File: config.mk
export PLATFORM = sky130hd
export DESIGN_NAME = dual_rail_zero_counter_flat
export DESIGN_NICKNAME = d
export VERILOG_FILES = /design/src/rtl/dual_rail_zero_counter_if.sv /design/src/rtl/dual_rail_zero_counter.sv /design/src/flat_wrapper.sv
export SDC_FILE = /design/constraint.sdc
export NUM_CORES = 1
export LEC_CHECK = 0
export CELL_PAD_IN_SITES_DETAIL_PLACEMENT = 0
export CELL_PAD_IN_SITES_GLOBAL_PLACEMENT = 2
export CORE_ASPECT_RATIO = 1.1
export CORE_UTILIZATION = 30
export CTS_CLUSTER_DIAMETER = 60
export DETAILED_ROUTE_END_ITERATION = 7
export MAX_ROUTING_LAYER = met4
export PLACE_DENSITY_LB_ADDON = 0.1
export SETUP_SLACK_MARGIN = 0.15
export SLEW_MARGIN = 20
export SYNTH_ARGS = -nofsm -noshare
export SYNTH_HDL_FRONTEND = slang
export SYNTH_SLANG_ARGS = --single-unit
File: constraint.sdc
create_clock -name clk -period 4 [get_ports clk]
set_clock_uncertainty 0.05 [all_clocks]
set_input_delay 1 -clock clk [delete_from_list [all_inputs] [get_ports clk]]
set_output_delay 1 -clock clk [all_outputs]
set_load 0.05 [all_outputs]
File: src/rtl/dual_rail_zero_counter_if.sv
// Dual-rail word bus into the zero counter and its registered result rails.
// The slave modport is the counter side; master is the producer/consumer side.
interface dual_rail_zero_counter_if #(
    parameter int WIDTH = 4,
    parameter int MOD   = 2
);
    localparam int CW = $clog2(MOD);

    logic [WIDTH-1:0] bit0;
    logic [WIDTH-1:0] bit1;
    logic             parity0;
    logic             parity1;
    logic [CW-1:0]    residue;
    logic             err;

    modport master (
        output bit0, bit1,
        input  parity0, parity1, residue, err
    );

    modport slave (
        input  bit0, bit1,
        output parity0, parity1, residue, err
    );
endinterface

File: src/rtl/dual_rail_zero_counter.sv
// Counts zero-valued lanes of 4-phase dual-rail words modulo MOD, with dual-rail result.
// Define DRZC_INPUT_SYNC_EN to put a 2-flop synchroniser on every rail ahead of the sampler.
module dual_rail_zero_counter #(
    parameter int WIDTH = 4,
    parameter int MOD   = 2
) (
    input  logic                    clk,
    input  logic                    rst_n,
    dual_rail_zero_counter_if.slave bus
);
    localparam int CW = $clog2(MOD);
    localparam int ZW = $clog2(WIDTH + 1);
    localparam int SW = ((CW > ZW) ? CW : ZW) + 1;

    localparam logic [1:0] ST_RESYNC = 2'd0;
    localparam logic [1:0] ST_IDLE   = 2'd1;
    localparam logic [1:0] ST_DATA   = 2'd2;

    logic [WIDTH-1:0] bit0_p0;
    logic [WIDTH-1:0] bit1_p0;
    logic             vld_p0;

    // Stage 0: input sampling (vld_p0 marks that the sample came from the pins, not from reset)
`ifdef DRZC_INPUT_SYNC_EN
    logic [WIDTH-1:0] bit0_s1, bit0_s2;
    logic [WIDTH-1:0] bit1_s1, bit1_s2;
    logic [1:0]       fill_s;

    always_ff @(posedge clk or negedge rst_n) begin
        if (!rst_n) begin
            bit0_s1 <= '0;
            bit0_s2 <= '0;
            bit1_s1 <= '0;
            bit1_s2 <= '0;
            bit0_p0 <= '0;
            bit1_p0 <= '0;
            fill_s  <= '0;
            vld_p0  <= 1'b0;
        end else begin
            bit0_s1 <= bus.bit0;
            bit0_s2 <= bit0_s1;
            bit1_s1 <= bus.bit1;
            bit1_s2 <= bit1_s1;
            bit0_p0 <= bit0_s2;
            bit1_p0 <= bit1_s2;
            fill_s  <= {fill_s[0], 1'b1};
            vld_p0  <= fill_s[1];
        end
    end
`else
    always_ff @(posedge clk or negedge rst_n) begin
        if (!rst_n) begin
            bit0_p0 <= '0;
            bit1_p0 <= '0;
            vld_p0  <= 1'b0;
        end else begin
            bit0_p0 <= bus.bit0;
            bit1_p0 <= bus.bit1;
            vld_p0  <= 1'b1;
        end
    end
`endif

    function automatic logic [ZW-1:0] count_zeros(input logic [WIDTH-1:0] b0,
                                                  input logic [WIDTH-1:0] b1);
        logic [ZW-1:0] n;
        n = '0;
        for (int i = 0; i < WIDTH; i++) begin
            n = n + ZW'(b0[i] & ~b1[i]);
        end
        return n;
    endfunction

    // Sum is widened so the modulo sees the untruncated total.
    function automatic logic [CW-1:0] mod_add(input logic [CW-1:0] r,
                                              input logic [ZW-1:0] z);
        logic [SW-1:0] s;
        s = SW'(r) + SW'(z);
        return CW'(s % SW'(MOD));
    endfunction

    logic             word_full;
    logic             word_null;
    logic             word_ill;
    logic [ZW-1:0]    zeros_p0;
    logic [CW-1:0]    res_nxt;

    assign word_full = &(bit0_p0 ^ bit1_p0);
    assign word_null = ~|(bit0_p0 | bit1_p0);
    assign word_ill  = |(bit0_p0 & bit1_p0);
    assign zeros_p0  = count_zeros(bit0_p0, bit1_p0);

    logic [1:0]    state;
    logic          parity0_p1;
    logic          parity1_p1;
    logic [CW-1:0] residue_p1;
    logic          err_p1;

    assign res_nxt = mod_add(residue_p1, zeros_p0);

    // Stage 1: handshake FSM and accumulated result
    always_ff @(posedge clk or negedge rst_n) begin
        if (!rst_n) begin
            state      <= ST_RESYNC;
            parity0_p1 <= 1'b0;
            parity1_p1 <= 1'b0;
            residue_p1 <= '0;
            err_p1     <= 1'b0;
        end else begin
            if (word_ill) begin
                err_p1 <= 1'b1;
            end
            case (state)
                ST_RESYNC: begin
                    if (vld_p0 && word_null) begin
                        state <= ST_IDLE;
                    end
                end
                ST_IDLE: begin
                    if (word_full) begin
                        residue_p1 <= res_nxt;
                        parity0_p1 <= (res_nxt == '0);
                        parity1_p1 <= (res_nxt != '0);
                        state      <= ST_DATA;
                    end
                end
                ST_DATA: begin
                    if (word_null) begin
                        parity0_p1 <= 1'b0;
                        parity1_p1 <= 1'b0;
                        state      <= ST_IDLE;
                    end
                end
                default: begin
                    parity0_p1 <= 1'b0;
                    parity1_p1 <= 1'b0;
                    state      <= ST_RESYNC;
                end
            endcase
        end
    end

    assign bus.parity0 = parity0_p1;
    assign bus.parity1 = parity1_p1;
    assign bus.residue = residue_p1;
    assign bus.err     = err_p1;
endmodule
File: src/flat_wrapper.sv
// flat-port wrapper written by rule: the top's interface ports become plain ports
module dual_rail_zero_counter_flat 
#(
    parameter int WIDTH = 4,
    parameter int MOD   = 2
)
  (clk, rst_n, bus_bit0, bus_bit1, bus_parity0, bus_parity1, bus_residue, bus_err);
  dual_rail_zero_counter_if #(.WIDTH(WIDTH), .MOD(MOD)) bus_i ();
  input  logic clk;
  input  logic rst_n;
  input wire logic [$bits(bus_i.bit0)-1:0] bus_bit0;
  input wire logic [$bits(bus_i.bit1)-1:0] bus_bit1;
  output wire logic [$bits(bus_i.parity0)-1:0] bus_parity0;
  output wire logic [$bits(bus_i.parity1)-1:0] bus_parity1;
  output wire logic [$bits(bus_i.residue)-1:0] bus_residue;
  output wire logic [$bits(bus_i.err)-1:0] bus_err;
  assign bus_i.bit0 = bus_bit0;
  assign bus_i.bit1 = bus_bit1;
  assign bus_parity0 = bus_i.parity0;
  assign bus_parity1 = bus_i.parity1;
  assign bus_residue = bus_i.residue;
  assign bus_err = bus_i.err;
  dual_rail_zero_counter #(.WIDTH(WIDTH), .MOD(MOD)) u_core (.clk(clk), .rst_n(rst_n), .bus(bus_i));
endmodule
==> reports/results.txt <==
GRT overflow: 0
Critical Path AT: 1.53 ns
core area: 2270 sq um
FF+latch count, synth: 15
Core Rows: 18
DIE HEIGHT: 54.0 microns
CP endpoint kind: output pin
worst skew pair latency: 0.27 ns
WL/cell: 9.82 microns
final slew viol count: 0
count leader, synth: dfrtp_1
Power Density: 317 nW/um^2
worst vdd ir: 0.207 mV
Net Count, Synth: 84
Post-Route Hold Slack: 0.415 ns
CP required: 2.95 ns
combinational share of power: 14.3%
hold path depth: 2
drt via density: 4.28
worst r2r path cells: 6
Clk pwr share: 29.1%
critical path startpoint category: flip-flop
DRT iter0 DRCs: 8
CP peak stage delay: 0.83 ns
FF-to-FF setup slack: 2.40 ns
via count: 462
synth cell count leaders: dfrtp_1 (15), ha_1 (12), inv_1 (8)
clk root buf: clkbuf_4
WS Path Type: reg -> out
Sum Neg Setup Slack: 0 ns
Crit Path Max Fanout: 4
post_cts resized: 0
period utilisation layout: 64.5%
Post-DRT Antenna Nets: 0
area share of the largest cell type after synthesis: 50.9%
vias in the first global route: 432
TritonCTS clock tree: done
sequential share of the synthesized area: 50.9%
die area: 2660 sq um
number of diodes: 0
Post-synth ARST share: 100%
unrepaired setup endpoints after global routing: false
1st-pass router iterations: 4
Final nets: 101
reg-to-reg endpoint: u_core.bus.residue
sequential share of power: 56.5%
worst r2r src: u_core.bit0_p0[1]
pin count of the biggest net entering global routing: 16
WHS Endpoint: u_core.bus.err
Setup Viol. Count Final: 0
Top delay family on crit path: buffers and inverters
hold buffers post-CTS: 0
DRC viols: 0
Critical path buffers and inverters: 1
# IOs: 14
Yosys Warn Count: 0
All-Layer GR Usage: 10.8%
switching pwr: 0.0740 mW
Net Sw Frac: 25.2%
htree depth: 1
static leakage: 0.431 nW
maximum clock rate: 388 MHz
area grow syn2layout: 25.6%
Num CTS Buffers: 3
post-CTS setup buffer count: 0
CTS Sinks: 15
final HPWL from detailed placement: 831 microns
worst slew pin tran: 0.660 ns
Slew headroom: 55.8%
GPL Wtd Cong: 0.634
initial antenna violation count: 0
Port Buf Inserts: 13
CTS max path bufs: 2
Die W: 49.3 microns
CP max stage cell: clkdlybuf4s50_1
min cycle time layout: 2.58 ns
number of synthesized flops with an enable pin: 0
final wirelength: 1.06 mm
synthesized area: 737 sq um
Hold Crit Start: u_core.bus.err
max cap viols: 0
synth top area cells: dfrtp_1 (51%), ha_1 (20%), inv_1 (4.1%)
outcome: finished clean
share of cells above drive strength 1: 5.13%
Cells after Synth: 62
ys flop type: dfrtp_1
CP cell instances: clkdlybuf4s50_1
CTS clk-pin slew, worst paths: 0.09 ns
Hold Path Class: reg -> reg
initial core utilization: 32.4%
Mean Syn Cell Area: 11.9 sq um
first-pass GRT wire length: 1.91 mm
Netlist cell types: 19
Final Hold Viols: 0
Pint: 0.219 mW
post-synth top area cell: dfrtp_1
## cells in the final DEF, fill, tap and decap left out, drive strengths merged, types with 3 or more instances in the layout
master,n
dfrtp,15
clkdlybuf4s50,13
ha,12
inv,8
xnor2,4
clkbuf,4
nand2,3
nor2b,3
## power groups by stage
| stage | registers (mW) | logic [mW] | clock network (mW) |
|---|---|---|---|
| finish | 0.166 | 0.0421 | 0.0854 |
| global placement | 0.169 | 0.0438 | 0 |
| detailed placement | 0.169 | 0.0435 | 0 |
| CTS | 0.166 | 0.0436 | 0.0914 |
| floorplan | 0.169 | 0.0253 | 0 |
| global route | 0.168 | 0.0487 | 0.0961 |
## metrics by stage
stage / power, mW / setup WS (ns) / instance area, sq um / instances / util [%]
after floorplan: 0.194 / 2.28 / 737 / 62 / -
after global placement: 0.213 / 1.73 / 900 / 104 / 39.5
after detailed placement: 0.213 / 1.72 / 900 / 104 / 39.5
after CTS: 0.301 / 1.40 / 926 / 108 / 40.7
after global routing: 0.312 / 1.38 / 926 / 108 / 40.7
final: 0.293 / 1.42 / 926 / 108 / 40.7
## state kept, by name (all words and copies together), names as in the netlist
signal,flops
u_core.vld_p0,1
u_core.bus.err,1
u_core.bit0_p0,4
u_core.bus.parity0,1
u_core.bit1_p0,4
u_core.bus.residue,1
u_core.state,2
u_core.bus.parity1,1
## cell type report
cell class	count	area (sq um)
Tap cell	30	37.5
Sequential cell	15	375
Fill cell	232	1350
Clock buffer	4	26.3
Inverter	8	30.0
Timing Repair Buffer	13	130
Multi-Input combinational cell	38	327
## logic make-up after synthesis
group / after synthesis / synth area share, %
xor gates and xnor gates: 6 / 8.15
buffers and inverters: 9 / 4.75
adders and majority gates: 12 / 20.4
and+or+nand+nor: 13 / 9.34
AOI/OAI and AO/OA: 6 / 5.94
DFF: 15 / 50.9
other: 1 / 0.509
## worst reg2reg max path, stage by stage (launching register included)
cell and delay (ns):
dfrtp_1 0.38, inv_1 0.05, ha_1 0.27, and4_1 0.21
nand2_1 0.14, nor3_1 0.25, xor2_1 0.17
## layer usage
metal	track usage (%)	share of wire, %
met4	8.82	1.8
met2	17.1	52
met1	11.2	42
met3	3.39	4.4
met5	-	0
## how the worst max path moves through the flow
stage                             startpoint     endpoint  slack, ns  depth (start not counted)
after floorplan           u_core.bus.residue  bus_residue       2.28                          0
after global placement    u_core.bus.residue  bus_residue       1.73                          1
after detailed placement  u_core.bus.residue  bus_residue       1.72                          1
after CTS                 u_core.bus.residue  bus_residue       1.40                          1
after global routing      u_core.bus.residue  bus_residue       1.38                          1
final                     u_core.bus.residue  bus_residue       1.42                          1
(Power assumes the default switching activity.)
